## config.mk

```make
export PLATFORM = sky130hd
export DESIGN_NAME = z3_slave_engine
export DESIGN_NICKNAME = d
export VERILOG_FILES = /design/src/rtl/z3_pkg.sv /design/src/rtl/z3_region_decode.sv /design/src/rtl/z3_slave_engine.sv
export SDC_FILE = /design/constraint.sdc
export NUM_CORES = 1
export LEC_CHECK = 0
export BUFFER_PORTS_ARGS = -buffer_cell sky130_fd_sc_hd__clkbuf_2
export CORE_MARGIN = 2
export CORE_UTILIZATION = 26
export DETAILED_ROUTE_END_ITERATION = 8
export GPL_TIMING_DRIVEN = 0
export MAX_ROUTING_LAYER = met4
export PLACE_DENSITY = 0.5
export SKIP_CTS_REPAIR_TIMING = 1
export SYNTH_ARGS = -nofsm -noshare
export SYNTH_HDL_FRONTEND = slang
export SYNTH_HIERARCHICAL = 1
export SYNTH_SLANG_ARGS = --single-unit
```

## constraint.sdc

```tcl
create_clock -name CLK -period 2.85 [get_ports CLK]
set_input_delay 0.7125 -clock CLK [delete_from_list [all_inputs] [get_ports CLK]]
set_output_delay 0.7125 -clock CLK [all_outputs]
set_load 0.01 [all_outputs]
```

## src/rtl/z3_pkg.sv

```systemverilog
// Shared types and default region map for the Zorro III slave engine.
// Latency: n/a (declarations only).
// Backpressure: n/a.
package z3_pkg;

    typedef enum logic [2:0] {
        ST_IDLE,
        ST_START,
        ST_DATA,
        ST_END,
        ST_ERROR
    } state_t;

    // Region index width covers the maximum of 8 decoded regions.
    localparam int Z3_IDX_W = 3;

    localparam int Z3_DEF_REGIONS = 5;
    localparam int Z3_DEF_ADDR_W  = 24;

    // Inclusive lower bounds, region 0 in the LSBs.
    localparam logic [Z3_DEF_REGIONS*Z3_DEF_ADDR_W-1:0] Z3_DEF_BASE =
        {24'h8C0000, 24'h880000, 24'h840000, 24'h800000, 24'h000000};

    // Exclusive upper bounds, region 0 in the LSBs.
    localparam logic [Z3_DEF_REGIONS*Z3_DEF_ADDR_W-1:0] Z3_DEF_LIMIT =
        {24'h8F0000, 24'h8C0000, 24'h880000, 24'h840000, 24'h800000};

endpackage

```

## src/rtl/z3_region_decode.sv

```systemverilog
// Maps a board-local address to the lowest-indexed region with base <= addr < limit.
// Latency: purely combinational.
// Backpressure: none; result is valid whenever addr_i is stable.
module z3_region_decode
    import z3_pkg::*;
#(
    parameter int NUM_REGIONS = Z3_DEF_REGIONS,
    parameter int ADDR_W      = Z3_DEF_ADDR_W,
    parameter logic [NUM_REGIONS*ADDR_W-1:0] REGION_BASE  = Z3_DEF_BASE,
    parameter logic [NUM_REGIONS*ADDR_W-1:0] REGION_LIMIT = Z3_DEF_LIMIT
) (
    input  logic [ADDR_W-1:0]   addr_i,
    output logic                hit_o,
    output logic [Z3_IDX_W-1:0] idx_o
);

    // Scan from the top down so the lowest matching index is the last one written.
    always_comb begin
        hit_o = 1'b0;
        idx_o = '0;
        for (int i = NUM_REGIONS - 1; i >= 0; i--) begin
            if ((addr_i >= REGION_BASE[i*ADDR_W +: ADDR_W]) &&
                (addr_i <  REGION_LIMIT[i*ADDR_W +: ADDR_W])) begin
                hit_o = 1'b1;
                idx_o = Z3_IDX_W'(i);
            end
        end
    end

endmodule

```

## src/rtl/z3_slave_engine.sv

```systemverilog
// Zorro III slave cycle engine: decodes a region, selects the device, answers with DTACK or BERR.
// Latency: START one cycle after FCS_n; DTACK one cycle after the ack is taken into END.
// Backpressure: device stalls DATA by holding DEV_ACK low, bounded by TIMEOUT_CYCLES.
module z3_slave_engine
    import z3_pkg::*;
#(
    parameter int NUM_REGIONS    = Z3_DEF_REGIONS,
    parameter int ADDR_W         = Z3_DEF_ADDR_W,
    parameter logic [NUM_REGIONS*ADDR_W-1:0] REGION_BASE  = Z3_DEF_BASE,
    parameter logic [NUM_REGIONS*ADDR_W-1:0] REGION_LIMIT = Z3_DEF_LIMIT,
    parameter int TIMEOUT_CYCLES = 255
) (
    input  logic                   CLK,
    input  logic                   RESET,
    input  logic                   FCS_n,
    input  logic                   BASE_MATCH,
    input  logic                   VALIDSPACE,
    input  logic                   READ,
    input  logic [3:0]             DS_n,
    input  logic [ADDR_W-1:0]      ADDR,
    input  logic [NUM_REGIONS-1:0] DEV_ACK,
    output logic [NUM_REGIONS-1:0] DEV_SEL,
    output logic                   DTACK,
    output logic                   BERR,
    output logic                   BUSY,
    output logic [7:0]             ERR_COUNT
);

    localparam int WAIT_W = (TIMEOUT_CYCLES < 1) ? 1 : $clog2(TIMEOUT_CYCLES + 1);

    state_t                state_q, state_d;
    logic [Z3_IDX_W-1:0]   sel_q, sel_d;
    logic [WAIT_W-1:0]     wait_q, wait_d;
    logic [7:0]            err_cnt_q, err_cnt_d;
    logic [NUM_REGIONS-1:0] dev_sel_q, dev_sel_d;
    logic                  dtack_q, dtack_d;
    logic                  berr_q, berr_d;
    logic                  busy_q, busy_d;

    logic                  hit;
    logic [Z3_IDX_W-1:0]   hit_idx;
    logic                  strobe;
    logic                  timeout;

    z3_region_decode #(
        .NUM_REGIONS (NUM_REGIONS),
        .ADDR_W      (ADDR_W),
        .REGION_BASE (REGION_BASE),
        .REGION_LIMIT(REGION_LIMIT)
    ) u_decode (
        .addr_i(ADDR),
        .hit_o (hit),
        .idx_o (hit_idx)
    );

    assign strobe = READ || (DS_n != 4'hF);

    // The Nth DATA cycle without an ack is the last one; counter holds N-1 during it.
    assign timeout = (TIMEOUT_CYCLES != 0) &&
                     (wait_q == WAIT_W'(TIMEOUT_CYCLES - 1));

    // Next-state logic; a rising FCS_n always wins and ends the cycle.
    always_comb begin
        state_d   = state_q;
        sel_d     = sel_q;
        wait_d    = wait_q;
        err_cnt_d = err_cnt_q;
        case (state_q)
            ST_IDLE: begin
                if (!FCS_n && BASE_MATCH && VALIDSPACE && hit) begin
                    state_d = ST_START;
                    sel_d   = hit_idx;
                end
            end
            ST_START: begin
                if (FCS_n) begin
                    state_d = ST_IDLE;
                end else if (strobe) begin
                    state_d = ST_DATA;
                    wait_d  = '0;
                end
            end
            ST_DATA: begin
                if (FCS_n) begin
                    state_d = ST_IDLE;
                end else if (DEV_ACK[sel_q]) begin
                    state_d = ST_END;
                end else if (timeout) begin
                    state_d = ST_ERROR;
                    if (err_cnt_q != 8'hFF) begin
                        err_cnt_d = err_cnt_q + 8'd1;
                    end
                end else begin
                    wait_d = wait_q + WAIT_W'(1);
                end
            end
            ST_END, ST_ERROR: begin
                if (FCS_n) begin
                    state_d = ST_IDLE;
                end
            end
            default: state_d = ST_IDLE;
        endcase
    end

    // Output decode: select tracks DATA exactly, DTACK/BERR trail END/ERROR entry by one cycle.
    always_comb begin
        dev_sel_d = '0;
        if (state_d == ST_DATA) begin
            dev_sel_d = NUM_REGIONS'(1) << sel_d;
        end
        dtack_d = (state_q == ST_END)   && !FCS_n;
        berr_d  = (state_q == ST_ERROR) && !FCS_n;
        busy_d  = (state_d != ST_IDLE);
    end

    // State and registered outputs; reset overrides any cycle in progress.
    always_ff @(posedge CLK) begin
        if (RESET) begin
            state_q   <= ST_IDLE;
            sel_q     <= '0;
            wait_q    <= '0;
            err_cnt_q <= '0;
            dev_sel_q <= '0;
            dtack_q   <= 1'b0;
            berr_q    <= 1'b0;
            busy_q    <= 1'b0;
        end else begin
            state_q   <= state_d;
            sel_q     <= sel_d;
            wait_q    <= wait_d;
            err_cnt_q <= err_cnt_d;
            dev_sel_q <= dev_sel_d;
            dtack_q   <= dtack_d;
            berr_q    <= berr_d;
            busy_q    <= busy_d;
        end
    end

    assign DEV_SEL   = dev_sel_q;
    assign DTACK     = dtack_q;
    assign BERR      = berr_q;
    assign BUSY      = busy_q;
    assign ERR_COUNT = err_cnt_q;

endmodule

```

Word level (Yosys, flattened, before mapping) --
Cells that the tools add are included.
Word-level totals: logic and storage cells 85, flip-flop bits (word level) 30, input bits 39, output and inout bits 16
Operators by class: eq/ne operators 13, reductions and logical operators 19, bitwise operators 3, order comparisons 11, add/sub/neg operators 2, shift-type cells 1, multiplexer cells 28
Operators by type and width (count):
- 24-bit less-than comparator (second input constant) | 5
- 24-bit >= comparator (second input constant) | 4
- 3-bit two-way mux | 14
- 8-bit two-way mux | 5
- 24-bit by 1-bit >= comparator with 1-bit output (second input constant) | 1
- 8-bit by 1-bit adder with 8-bit output (second input constant) | 2
- 8-bit case mux with 2 select lines | 1
- 3-bit case mux with 4 select lines | 1
- 1-bit logical AND | 10
- 2-bit inequality test (second input constant) | 5
- 3-bit by 2-bit == test with 1-bit output (second input constant) | 3
- 8-bit == test (second input constant) | 1
- 8-bit inequality test (second input constant) | 1
- 1-bit two-way mux | 6
- 6-bit AND reduction | 1
- 5-bit AND reduction | 1
- 1-bit by 3-bit << shifter with 5-bit output (first input constant) | 1
- 3-bit by 4-bit less-than comparator with 1-bit output (second input constant) | 1
- 4-bit inequality test (second input constant) | 1
- 2-bit OR reduction | 2
- 1-bit binary-select mux with 3-bit select | 1
- 3-bit by 1-bit == test with 1-bit output (second input constant) | 1
- 3-bit == test (second input constant) | 1
- 3-bit zero test | 1
- other kinds (5) | 7

Depth between registers and ports, before layout --
Gate-level depths: netlist of the first run.
depth in word-level cells 13, gate-level depth with buffers 8

By module --
Netlist of the first run, hierarchy kept.
Modules (own cells, without submodules):
- z3_slave_engine | times used 1, area an instance 1602.8 µm², cells each 181
- z3_region_decode | times used 1, area an instance 63.8 µm², cells each 8

Least setup slack after synthesis of the first run --
Ideal clock, no wire load.
kind input to register, start in FCS_n, end reg err_cnt_q[4] (netlist: ERR_COUNT[4]), cell stages on the path 5, path slack 492 ps, arrival 2236 ps, required time 2729 ps, path through or4b_1 -> or4_4 -> nor4_4 -> nand3_1 -> mux2_4
On the way: cells in the longest elaborated chain, start to end 2
Ends and longest elaborated chain:
- from (decl) | RTL line z3_slave_engine.sv:15 | input logic FCS_n,
- 1-bit NOT (no line)
- 5-bit AND reduction (no line)
- to (signal assigned) | RTL line z3_slave_engine.sv:132 | err_cnt_q <= err_cnt_d;
- to (decl) | RTL line z3_slave_engine.sv:34 | logic [7:0] err_cnt_q, err_cnt_d;
No other way between the ends. A chain may end at the register's enable or synchronous reset.

Final worst setup path of the first run --
start in ADDR[18], end reg dev_sel_q[2] (netlist: DEV_SEL[2])
On the way: cells in the longest elaborated chain, start to end 13
Ends and longest elaborated chain:
- from (decl) | RTL line z3_slave_engine.sv:20 | input logic [ADDR_W-1:0] ADDR,
- 24-bit >= comparator or 24-bit less-than comparator (tied branches) | RTL line z3_region_decode.sv:22, z3_region_decode.sv:23
- 1-bit logical AND | RTL line z3_region_decode.sv:22 | if ((addr_i >= REGION_BASE[i*ADDR_W +: ADDR_W]) &&
- 1-bit two-way mux (4 in a row) | RTL line z3_region_decode.sv:22
- 1-bit two-way mux (*) | RTL line z3_region_decode.sv:22
- named net hit | RTL line z3_slave_engine.sv:40 | logic hit;
- 1-bit logical AND (*) | RTL line z3_slave_engine.sv:70 | if (!FCS_n && BASE_MATCH && VALIDSPACE && hit) begin
- 3-bit two-way mux | RTL line z3_slave_engine.sv:70
- 3-bit case mux with 4 select lines | RTL line z3_slave_engine.sv:68 | case (state_q)
- 3-bit by 2-bit == test with 1-bit output | RTL line z3_slave_engine.sv:109 | if (state_d == ST_DATA) begin
- 1-bit NOT (no line)
- 2-bit OR reduction (no line)
- to (signal assigned) | RTL line z3_slave_engine.sv:133 | dev_sel_q <= dev_sel_d;
- to (decl) | RTL line z3_slave_engine.sv:35 | logic [NUM_REGIONS-1:0] dev_sel_q, dev_sel_d;
The timed path passes the listed nets; every way through them passes the cells marked *.

==> impl_summary.txt, run 1 <==
----------------------------------------------------
[Synthesis]
  Number of different library cells in the post-synthesis netlist ... 50
  Share of synthesized area occupied by flip-flops and latches ... 36.0%
  Cell area after technology mapping ... 1670 um2
  Synthesized flop and latch total ... 30
  Syn Area/Cell ... 8.82 um2
  Synthesized instance count ... 189
  Yosys Warn Count ... 6
  Post-Synthesis Net Count ... 231

[Clocking]
  Maximum buffer depth of the clock tree ... 2
  Clock buffer count from CTS ... 5
  H-tree level count ... 2
  CTS clk-pin slew, worst paths ... 0.06 ns
  CTS tree ... built
  Num Clock Sinks ... 30
  Clock latency reported for the late side of the worst-skew pair ... 0.28 ns
  CTS Root Buffer Type ... sky130_fd_sc_hd__clkbuf_8

[Pwr]
  Sequential Power Share ... 52.6%
  Net Sw Power ... 0.193 mW
  Leakage dissipation ... 0.738 nW
  VDD IR max ... 0.138 mV
  Clock network fraction of total power ... 39.9%
  Design internal power ... 0.610 mW
  Pwr dens ... 395 nW/um2
  Combinational share of power ... 7.5%
  Proportion of total power due to net switching ... 24.0%

[Worst setup path]
  Maximum fanout along the worst path ... 10
  Reg-to-reg startpoint ... state_q[1]
  Classification of the worst setup path ... in -> reg
  Required time of the critical path ... 3.07 ns
  Capturing element type of the critical path ... flop
  Critical path launch point type ... input pin
  Launch point of the critical path ... ADDR[18]
  Critical path data arrival time ... 2.60 ns

[Timing]
  RSZ-0062 raised after global routing ... no
  Least-Margin Pin Slew ... 0.678 ns
  Max-slew violation count ... 0
  Final cycle utilization of the critical path ... 83.5%
  Setup violators final ... 0
  Max Fclk ... 420 MHz
  Worst slew margin relative to its limit ... 54.6%
  Hold violation count in the final report ... 0
  Total negative slack for setup checks ... 0 ns
  Final worst clock skew ... 0.00249 ns
  Min Tclk post-route ... 2.38 ns

[Cells and area]
  Fin nets ... 276
  Commonest cells after routing, fill and taps aside ... sky130_fd_sc_hd__clkbuf_2 (38), sky130_fd_sc_hd__dfxtp_1 (30), sky130_fd_sc_hd__nor2_1 (20)
  Fraction of final layout cells with drive strength greater than 1 ... 26.1%
  Number of filler cells placed in the layout ... 681
  Synth-to-layout area growth ... 21.9%
  Cell area after layout ... 2030 um2
  Inserted Diodes ... 0
  Combined area of the multi-input logic cells ... 1010 um2
  Most common library cell in the layout ignoring fill and taps ... sky130_fd_sc_hd__clkbuf_2
  Sequential cell area ... 601 um2

[GRT]
  Total routing usage reported by global routing ... 12.5%
  Antenna violations before repair ... 0
  Vias in the first global route ... 1433
  Largest net degree at the start of global routing ... 11
  Wire length of the first global-routing pass ... 6930 um
  Overflow after GRT ... 0

[Placed design]
  Placed inst area ... 1950 um2
  DPL Wire Length ... 3060 um
  Placer's final routability congestion estimate ... 0.767
  Port bufs ... 38

[Drt]
  DR WL/cell ... 13.1 um
  DRC violations left ... 0
  Final wirelength ... 4070 um
  Initial drt markers ... 88
  Vias after detailed routing ... 1565
  Per-cell via count in the routed design ... 5.03
  Number of iterations in the first detailed-routing pass ... 4
  Antenna Nets Post-Route ... 0

[Floorplanning]
  Chip width ... 84.1 um
  Number of rows in the core area ... 29
  Die height ... 84.1 um
  Die ar. ... 7070 um2
  Starting Density ... 26.5%
  Total core area ... 6280 um2
  Total I/O pin count ... 55

[Worst hold path]
  Worst min-delay path startpoint ... wait_q[7]
  Min-Delay Path Class ... reg -> reg

[Job]
  Maximum capacitance violations ... 0

[Status]
  Status ... finished, final reports clean

----------------------------------------------------
[final timing paths]
| kind | end | slack [ns] | cells past startpoint |
|---|---|---|---|
| hold reg to reg | wait_q[7] | 0.48 | 2 |
| setup reg to reg | ERR_COUNT[4] | 0.66 | 5 |
| hold / removal | wait_q[7] | 0.48 | 2 |
| setup / recovery | DEV_SEL[2] | 0.47 | 9 |
[cell families (layout without fill, tap and decap cells)]
family	after synthesis	in the layout	synth area share, %
xor gates and xnor gates	3	3	1.58
muxes	10	10	6.61
DFF	30	30	36.0
and+or+nand+nor	92	92	33.6
AOI/OAI and AO/OA	39	39	16.7
adders and majority gates	3	3	2.25
buffers and inverters	12	57	3.23
[sequential cells by signal, indices dropped and copies added, names as in the netlist]
| name | flops |
|---|---|
| BERR | 1 |
| BUSY | 1 |
| DEV_SEL | 5 |
| DTACK | 1 |
| ERR_COUNT | 8 |
| sel_q | 3 |
| state_q | 3 |
| wait_q | 8 |
[cells in the mapped netlist, drive strengths merged]
cell | number | share of area (%)
o21ai | 4 | 1.2
nor3b | 1 | 0.45
and4 | 3 | 1.6
clkbuf | 4 | 0.90
mux2 | 2 | 1.8
nand4 | 6 | 2.6
and3 | 1 | 0.38
or3 | 4 | 1.8
o41ai | 2 | 1.1
o211ai | 5 | 2.3
o2bb2ai | 1 | 0.90
o31a | 1 | 0.53
o31ai | 4 | 1.8
nor3 | 5 | 1.8
ha | 3 | 2.3
nor4 | 2 | 1.7
mux2i | 8 | 4.8
o21bai | 2 | 0.90
a221oi | 1 | 0.53
nor4bb | 1 | 0.60
nor2b | 2 | 0.75
and2 | 2 | 0.75
a211oi | 4 | 2.1
nor4b | 3 | 1.6
dfxtp | 30 | 36
xnor2 | 2 | 1.1
or4 | 9 | 4.3
xor2 | 1 | 0.53
a2bb2oi | 1 | 0.53
nor2 | 20 | 4.5
nand3 | 9 | 2.7
or2 | 4 | 1.5
nand2 | 12 | 2.7
a21oi | 8 | 2.4
a311oi | 1 | 0.53
nand2b | 5 | 1.9
or4b | 3 | 2.0
inv | 6 | 1.4
buf | 2 | 0.98
a31oi | 4 | 1.5
a41oi | 1 | 0.53
[final cells by class]
| type | instances | area share [%] |
|---|---|---|
| Buffer | 6 | 1.54 |
| Clock buffer | 5 | 3.39 |
| Clock inverter | 2 | 0.493 |
| Inverter | 6 | 1.11 |
| Multi-Input combinational cell | 147 | 49.8 |
| Sequential cell | 30 | 29.6 |
| Tap cell | 77 | 4.74 |
| Timing Repair Buffer | 38 | 9.36 |
[power by group through the flow]
stage	clock, mW	combinational, mW	sequential (mW)
2_1_floorplan	0	0.0316	0.432
3_3_place_gp	0	0.0608	0.432
3_5_place_dp	0	0.0606	0.432
4_1_cts	0.334	0.0612	0.422
5_1_grt	0.350	0.0674	0.422
6_report	0.320	0.0604	0.423
[critical path: stages]
cell	delay, ns
sky130_fd_sc_hd__clkbuf_2	0.11
sky130_fd_sc_hd__and4_1	0.20
sky130_fd_sc_hd__o41ai_1	0.36
sky130_fd_sc_hd__nand3_1	0.16
sky130_fd_sc_hd__or3_1	0.43
sky130_fd_sc_hd__buf_2	0.22
sky130_fd_sc_hd__nor4b_1	0.26
sky130_fd_sc_hd__a21oi_1	0.07
sky130_fd_sc_hd__nor2_1	0.08
[per-layer routing]
| metal | vias up | part of all wire [%] | track usage, % | wire length, um |
|---|---|---|---|---|
| met5 | - | 0 | - | 0 |
| met4 | 0 | 1.5 | 5.28 | 59 |
| met3 | 5 | 4.3 | 3.17 | 176 |
| met2 | 29 | 42 | 17.4 | 1720 |
| met1 | 727 | 52 | 17.2 | 2110 |
| li1 | 804 | - | - | - |
[per-stage QoR]
| stage | total power, mW | worst slack, ns | hold slack [ns] | std cells | util (%) |
|---|---|---|---|---|---|
| global route | 0.840 | 0.271 | 0.510 | 311 | 32.4 |
| floorplan | 0.463 | 0.492 | 0.447 | 189 | - |
| finish | 0.803 | 0.470 | 0.484 | 311 | 32.4 |
| global placement | 0.493 | 0.0727 | 0.477 | 304 | 31.1 |
| detailed placement | 0.493 | 0.105 | 0.472 | 304 | 31.1 |
| CTS | 0.817 | 0.403 | 0.481 | 311 | 32.4 |
(Power assumes the default switching activity.)
==> inputs of run 2 (changes only) <==
- ABC_AREA: unset -> 1
- PLACE_DENSITY: 0.5 -> 0.49
- clock period: 2.85 -> 2.41 ns (I/O delays scaled with it)
==> run 2 against run 1 <==
Final area up 2.6%. Critical endpoint is now DEV_SEL[4]. Largest power group unchanged. Largest cell class unchanged. Power up 25%. Sequential power up 18%. Via count up 9.4%. Non-clock buffer count down 4.
==> impl_summary.txt, run 2 <==
----------------------------------------------------
[Status]
  Status ... finished, final reports clean

[GRT]
  Largest net degree at the start of global routing ... 11 (unchanged)
  Total routing usage reported by global routing ... 12.7% (+0.13 points)
  Vias in the first global route ... 1591 (+11%)
  Wire length of the first global-routing pass ... 7240 um (+4.5%)
  Overflow after GRT ... 0 (unchanged)
  Antenna violations before repair ... 0 (unchanged)

[Worst setup path]
  Required time of the critical path ... 2.61 ns (-0.46 ns)
  Maximum fanout along the worst path ... 7 (-3)
  Critical path launch point type ... input pin
  Critical Path Slowest Stage Cell ... sky130_fd_sc_hd__nor2_2
  Critical path data arrival time ... 2.07 ns (-0.53 ns)
  Capturing element type of the critical path ... flop
  Worst path max stage delay ... 0.26 ns (-0.17 ns)
  Combined buffer and inverter count along the critical path ... 3 (+1)
  Chain of cells forming the critical path ... clkbuf_2, inv_1, nand2_1, nor2_2, inv_1, o21ai_1, nand3_1, nor2_2, nand2_1, o21ai_0, nand2_1, nor4_2
  Reg-to-reg startpoint ... wait_q[0]
  Most prevalent standard cell on the critical path ... sky130_fd_sc_hd__nand2_1
  Family with the most delay on the worst path ... simple AND/OR/NAND/NOR gates
  Launch point of the critical path ... ADDR[20]
  Classification of the worst setup path ... in -> reg

[Worst hold path]
  Min-Delay Path Class ... reg -> reg
  Worst min-delay path startpoint ... wait_q[5]

[Synthesis]
  Top cells by area, synth ... sky130_fd_sc_hd__dfxtp_1 (35%), sky130_fd_sc_hd__nand2_1 (12%), sky130_fd_sc_hd__nor2_1 (8.6%)
  Cell with the most instances after synthesis ... sky130_fd_sc_hd__nand2_1
  Library cell with the largest summed area after synthesis ... sky130_fd_sc_hd__dfxtp_1
  Count of flip-flops with a built-in enable after synthesis ... 0 (unchanged)
  Syn Area/Cell ... 6.71 um2 (-24%)
  Number of different library cells in the post-synthesis netlist ... 28 (-44%)
  Top cell type's share of synthesized area ... 35.1% (-0.95 points)
  Synthesized flop and latch total ... 30 (unchanged)
  Yosys Warn Count ... 6 (unchanged)
  Top cells by instance count after synthesis ... sky130_fd_sc_hd__nand2_1 (55), sky130_fd_sc_hd__nor2_1 (39), sky130_fd_sc_hd__inv_1 (31), sky130_fd_sc_hd__dfxtp_1 (30), sky130_fd_sc_hd__nand3_1 (21)
  Leading register cell type out of synthesis ... sky130_fd_sc_hd__dfxtp_1
  Share of synthesized area occupied by flip-flops and latches ... 35.1% (-0.95 points)
  Post-Synthesis Net Count ... 297 (+29%)
  Synthesized instance count ... 255 (+35%)
  Post-synth ARST share ... 0% (unchanged)
  Cell area after technology mapping ... 1710 um2 (+2.7%)

[Drt]
  Per-cell via count in the routed design ... 4.54 (-9.8%)
  DR WL/cell ... 11.0 um (-16%)
  DRC violations left ... 0 (unchanged)
  Final wirelength ... 4140 um (+1.9%)
  Vias after detailed routing ... 1712 (+9.4%)
  Number of iterations in the first detailed-routing pass ... 4 (unchanged)
  Initial drt markers ... 63 (-28%)
  Antenna Nets Post-Route ... 0 (unchanged)

[Pwr]
  Pwr dens ... 482 nW/um2 (+22%)
  VDD IR max ... 0.153 mV (+11%)
  Post-layout total power ... 1.01 mW (+25%)
  Leakage dissipation ... 0.931 nW (+26%)

[Timing]
  Max Fclk ... 534 MHz
  Final cycle utilization of the critical path ... 77.6%
  Final worst clock skew ... 0.00468 ns (+0.00219 ns)
  Total negative slack for setup checks ... 0 ns (unchanged)
  RSZ-0062 raised after global routing ... no
  Final hold slack ... 0.486 ns (+0.00251 ns)
  Worst slew margin relative to its limit ... 64.0% (+9.4 points)
  Hold violation count in the final report ... 0 (unchanged)
  Setup violators final ... 0 (unchanged)
  Max-slew violation count ... 0 (unchanged)
  Least-Margin Pin Slew ... 0.540 ns (-0.138 ns)
  Min Tclk post-route ... 1.87 ns
  Final setup slack of the worst path ... 0.539 ns (+0.0687 ns)

[Floorplanning]
  Total core area ... 6350 um2 (+1.2%)
  Die height ... 85.1 um (+1.3%)
  Starting Density ... 27.0% (+0.41 points)
  Total I/O pin count ... 55 (unchanged)
  Number of rows in the core area ... 29 (unchanged)
  Die ar. ... 7250 um2 (+2.6%)
  Chip width ... 85.1 um (+1.3%)

[Cells and area]
  Sequential cell area ... 601 um2 (unchanged)
  Commonest cells after routing, fill and taps aside ... sky130_fd_sc_hd__nand2_1 (55), sky130_fd_sc_hd__nor2_1 (39), sky130_fd_sc_hd__clkbuf_2 (37)
  Fraction of final layout cells with drive strength greater than 1 ... 21.3% (-4.7 points)
  Most common library cell in the layout ignoring fill and taps ... sky130_fd_sc_hd__nand2_1
  Number of filler cells placed in the layout ... 702 (+3.1%)
  Synth-to-layout area growth ... 21.8%
  Core Util, Final ... 32.8% (+0.46 points)
  Fin nets ... 341 (+24%)
  Inserted Diodes ... 0 (unchanged)
  Combined area of the multi-input logic cells ... 957 um2 (-5.4%)
  Cell area after layout ... 2080 um2 (+2.6%)
  Final cell count without fillers ... 377 (+21%)

[Placed design]
  Minimum setup slack after placement ... 0.229 ns (+0.123 ns)
  Number of placed instances with taps included ... 369 (+21%)
  DPL Wire Length ... 3170 um (+3.6%)
  Port bufs ... 37 (-2.6%)
  Placer's final routability congestion estimate ... 0.798 (+4.1%)
  Placed inst area ... 1990 um2 (+2.1%)

[Clocking]
  CTS clk-pin slew, worst paths ... 0.07 ns (about the same)
  H-tree level count ... 2 (unchanged)
  Num Clock Sinks ... 30 (unchanged)
  CTS tree ... built
  Clock buffer count from CTS ... 5 (unchanged)
  Clock latency reported for the late side of the worst-skew pair ... 0.29 ns (about the same)
  CTS Root Buffer Type ... sky130_fd_sc_hd__clkbuf_8
  Maximum buffer depth of the clock tree ... 2 (unchanged)

[Job]
  Maximum capacitance violations ... 0 (unchanged)

----------------------------------------------------
[run 2: cell types whose count changed after synthesis, moves of 8 or more]
cell | previous run | this run
sky130_fd_sc_hd__inv_1 | 6 | 31
sky130_fd_sc_hd__mux2i_1 | 8 | 0
sky130_fd_sc_hd__nand2_1 | 12 | 55
sky130_fd_sc_hd__nand3_1 | 9 | 21
sky130_fd_sc_hd__nor2_1 | 20 | 39
sky130_fd_sc_hd__nand4_1 | 5 | 14
sky130_fd_sc_hd__or4_1 | 8 | 0
sky130_fd_sc_hd__a21oi_1 | 8 | 19
[run 2: worst register-to-register path: stages, from the launching register on]
cell	delay, ns
sky130_fd_sc_hd__dfxtp_1	0.31
sky130_fd_sc_hd__inv_1	0.14
sky130_fd_sc_hd__ha_1	0.17
sky130_fd_sc_hd__nand3_1	0.11
sky130_fd_sc_hd__nor3_4	0.28
sky130_fd_sc_hd__o21ai_1	0.13
sky130_fd_sc_hd__nor3_2	0.27
sky130_fd_sc_hd__nand2_1	0.13
sky130_fd_sc_hd__nand2_1	0.09
sky130_fd_sc_hd__a21oi_1	0.05
[run 2: power breakdown]
group / leakage (nW) / switching [mW] / internal, mW
sequential: 0.242 / 0.00208 / 0.499
clock: 0.0482 / 0.198 / 0.230
combinational: 0.641 / 0.0486 / 0.0280
[run 2: cells by family after synthesis]
group,share of synthesized area [%]
fa+ha+maj,2.19
compound gates,9.80
simple gates,40.4
flops,35.1
buf+inv,8.99
xor+xnor,3.58
[run 2: worst paths after layout]
path	endpoint	slack, ns	cells after the start
worst max-delay path	DEV_SEL[4]	0.54	12
worst min-delay path	wait_q[5]	0.49	2
worst max register to register	ERR_COUNT[4]	0.59	9
worst min register to register	wait_q[5]	0.49	2
[run 2: final cells by class]
| type | instances | area share [%] |
|---|---|---|
| sequential | 30 | 28.8 |
| clock buffer | 7 | 4.14 |
| multi-input combinational | 186 | 45.9 |
| buffer | 3 | 0.900 |
| timing repair buffer | 37 | 8.88 |
| tap | 77 | 4.62 |
| inverter | 36 | 6.48 |
| clock inverter | 1 | 0.240 |
[run 2: metal layers]
metal  vias up  global-route usage [%]  wire [um]
met5         -                       -          0
met4         0                    5.63         94
met3         8                    2.24        161
met2        33                    19.3       1920
met1       754                    16.4       1970
li1        917                       -          -
==> inputs of run 3 (changes only) <==
- clock period: 2.41 -> 1.75 ns (I/O delays scaled with it)
==> run 3 against run 2 <==
Wire length increased by 6.0%. Highest routed layer unchanged. Sequential share of layout area decreased by 2.0 points. Via count increased by 3.4%. Clock power increased by 38%. Cell count increased by 2.9%. Register-to-register slack got worse by 0.56 ns. Sequential cell count unchanged. Clock skew about the same. Global-route usage unchanged. Power increased by 39%. Non-clock buffer count increased by 11.
==> impl_summary.txt, run 3 (synthesized netlist as in run 2, its figures left out) <==
----------------------------------------------------
[Drt]
  Vias after detailed routing ... 1771 (+3.4%)
  Initial drt markers ... 85 (+35%)
  Final wirelength ... 4390 um (+6.0%)
  DR WL/cell ... 11.3 um (+3.0%)
  Antenna Nets Post-Route ... 0 (unchanged)
  Number of iterations in the first detailed-routing pass ... 4 (unchanged)
  Per-cell via count in the routed design ... 4.56 (+0.51%)
  DRC violations left ... 0 (unchanged)

[Clocking]
  CTS tree ... built
  CTS clk-pin slew, worst paths ... 0.07 ns (about the same)
  Clock buffer count from CTS ... 5 (unchanged)
  CTS Root Buffer Type ... sky130_fd_sc_hd__clkbuf_8
  Maximum buffer depth of the clock tree ... 2 (unchanged)
  H-tree level count ... 2 (unchanged)
  Num Clock Sinks ... 30 (unchanged)
  Clock latency reported for the late side of the worst-skew pair ... 0.29 ns (about the same)

[Cells and area]
  Core Util, Final ... 35.5% (+2.7 points)
  Number of filler cells placed in the layout ... 676 (-3.7%)
  Sequential cell area ... 604 um2 (+0.63%)
  Commonest cells after routing, fill and taps aside ... sky130_fd_sc_hd__nand2_1 (55), sky130_fd_sc_hd__clkbuf_2 (37), sky130_fd_sc_hd__nor2_1 (36)
  Fin nets ... 352 (+3.2%)
  Fraction of final layout cells with drive strength greater than 1 ... 29.3% (+7.9 points)
  Inserted Diodes ... 0 (unchanged)
  Final cell count without fillers ... 388 (+2.9%)
  Most common library cell in the layout ignoring fill and taps ... sky130_fd_sc_hd__nand2_1
  Synth-to-layout area growth ... 31.9%
  Combined area of the multi-input logic cells ... 1030 um2 (+7.7%)

[Timing]
  Max Fclk ... 581 MHz
  Hold violation count in the final report ... 0 (unchanged)
  Setup violators final ... 0 (unchanged)
  Max-slew violation count ... 0 (unchanged)
  Final hold slack ... 0.484 ns (-0.00196 ns)
  Final worst clock skew ... 0.00471 ns (+0.0000286 ns)
  Min Tclk post-route ... 1.72 ns
  Worst slew margin relative to its limit ... 62.5% (-1.6 points)
  Final setup slack of the worst path ... 0.0287 ns (-0.510 ns)
  Least-Margin Pin Slew ... 0.563 ns (+0.0235 ns)
  Final cycle utilization of the critical path ... 98.4%

[Pwr]
  Combinational share of power ... 8.4% (+0.8 points)
  Leakage dissipation ... 0.992 nW (+6.6%)
  Sequential Power Share ... 49.4% (-0.4 points)
  Design internal power ... 1.05 mW (+39%)
  Net Sw Power ... 0.349 mW (+40%)
  Post-layout total power ... 1.40 mW (+39%)
  Proportion of total power due to net switching ... 24.9% (+0.22 points)
  Pwr dens ... 619 nW/um2 (+28%)
  VDD IR max ... 0.210 mV (+37%)
  Clock network fraction of total power ... 42.2% (-0.4 points)

[GRT]
  Largest net degree at the start of global routing ... 11 (unchanged)
  Total routing usage reported by global routing ... 12.7% (unchanged)
  Met1 layer usage reported by global route ... 16.4% (unchanged)
  Vias in the first global route ... 1591 (unchanged)
  Antenna violations before repair ... 0 (unchanged)
  Met2 track utilization from global routing ... 19.3% (unchanged)
  Overflow after GRT ... 0 (unchanged)
  Wire length of the first global-routing pass ... 7240 um (unchanged)
  Met3 layer usage reported by global route ... 2.24% (unchanged)
  Grt peak-use layer ... met2

[Floorplanning]
  Die height ... 85.1 um (unchanged)
  Chip width ... 85.1 um (unchanged)
  Starting Density ... 27.0% (unchanged)
  Total core area ... 6350 um2 (unchanged)
  Die ar. ... 7250 um2 (unchanged)
  Total I/O pin count ... 55 (unchanged)
  Number of rows in the core area ... 29 (unchanged)

[Status]
  Status ... finished, final reports clean

[Worst setup path]
  Critical path data arrival time ... 1.92 ns (-0.15 ns)
  Capturing element type of the critical path ... flop
  Required time of the critical path ... 1.95 ns (-0.66 ns)
  Maximum fanout along the worst path ... 5 (-2)
  Classification of the worst setup path ... reg -> reg
  Critical path launch point type ... flop

[Placed design]
  Placer's final routability congestion estimate ... 0.798 (unchanged)
  DPL Wire Length ... 3170 um (unchanged)
  Port bufs ... 37 (unchanged)
  Minimum setup slack after placement ... -0.266 ns (-0.495 ns)
  Number of placed instances with taps included ... 369 (unchanged)

[Worst hold path]
  Min-Delay Path Class ... reg -> reg

[Job]
  Maximum capacitance violations ... 0 (unchanged)

----------------------------------------------------
-- run 3: layout make-up --
| type | instances | area share [%] |
|---|---|---|
| timing repair buffer | 48 | 12.2 |
| sequential | 30 | 26.8 |
| inverter | 36 | 6.21 |
| tap | 77 | 4.27 |
| clock buffer | 7 | 3.82 |
| clock inverter | 1 | 0.222 |
| buffer | 3 | 0.831 |
| multi-input combinational | 186 | 45.7 |
-- run 3: power by group through the flow --
stage	sequential (mW)	combinational (mW)	clock, mW
finish	0.691	0.117	0.591
global route	0.691	0.133	0.628
CTS	0.690	0.107	0.604
detailed placement	0.705	0.106	0
global placement	0.705	0.105	0
floorplan	0.705	0.0594	0
-- run 3: critical path, cell delays in order, from the launching register on --
cell and delay [ns]:
sky130_fd_sc_hd__dfxtp_2 0.34, sky130_fd_sc_hd__inv_2 0.05, sky130_fd_sc_hd__ha_4 0.16, sky130_fd_sc_hd__nand3_4 0.08, sky130_fd_sc_hd__nor3_4 0.04, sky130_fd_sc_hd__buf_6 0.13, sky130_fd_sc_hd__buf_6 0.11, sky130_fd_sc_hd__a21oi_4 0.21
sky130_fd_sc_hd__buf_4 0.15, sky130_fd_sc_hd__buf_4 0.09, sky130_fd_sc_hd__nand4_1 0.07, sky130_fd_sc_hd__a21oi_1 0.18
-- run 3: final timing paths --
| check | from | cells after the start | endpoint | slack [ns] |
|---|---|---|---|---|
| worst max register to register | wait_q[0] | 11 | wait_q[1] | 0.03 |
| worst max-delay path | wait_q[0] | 11 | wait_q[1] | 0.03 |
| worst min-delay path | wait_q[5] | 2 | wait_q[5] | 0.48 |
| worst min register to register | wait_q[5] | 2 | wait_q[5] | 0.48 |
-- run 3: metal layers --
| metal | wire, um | vias up |
|---|---|---|
| li1 | - | 938 |
| met1 | 2080 | 801 |
| met2 | 2080 | 24 |
| met3 | 136 | 8 |
| met4 | 95 | 0 |
| met5 | 0 | - |
-- run 3: stage by stage --
step	cell area, um2	TNS, ns
final	2260	0
after global routing	2260	-0.0936
after CTS	2080	-0.193
after detailed placement	1990	-1.45
after global placement	1990	-1.42
after floorplan	1710	0
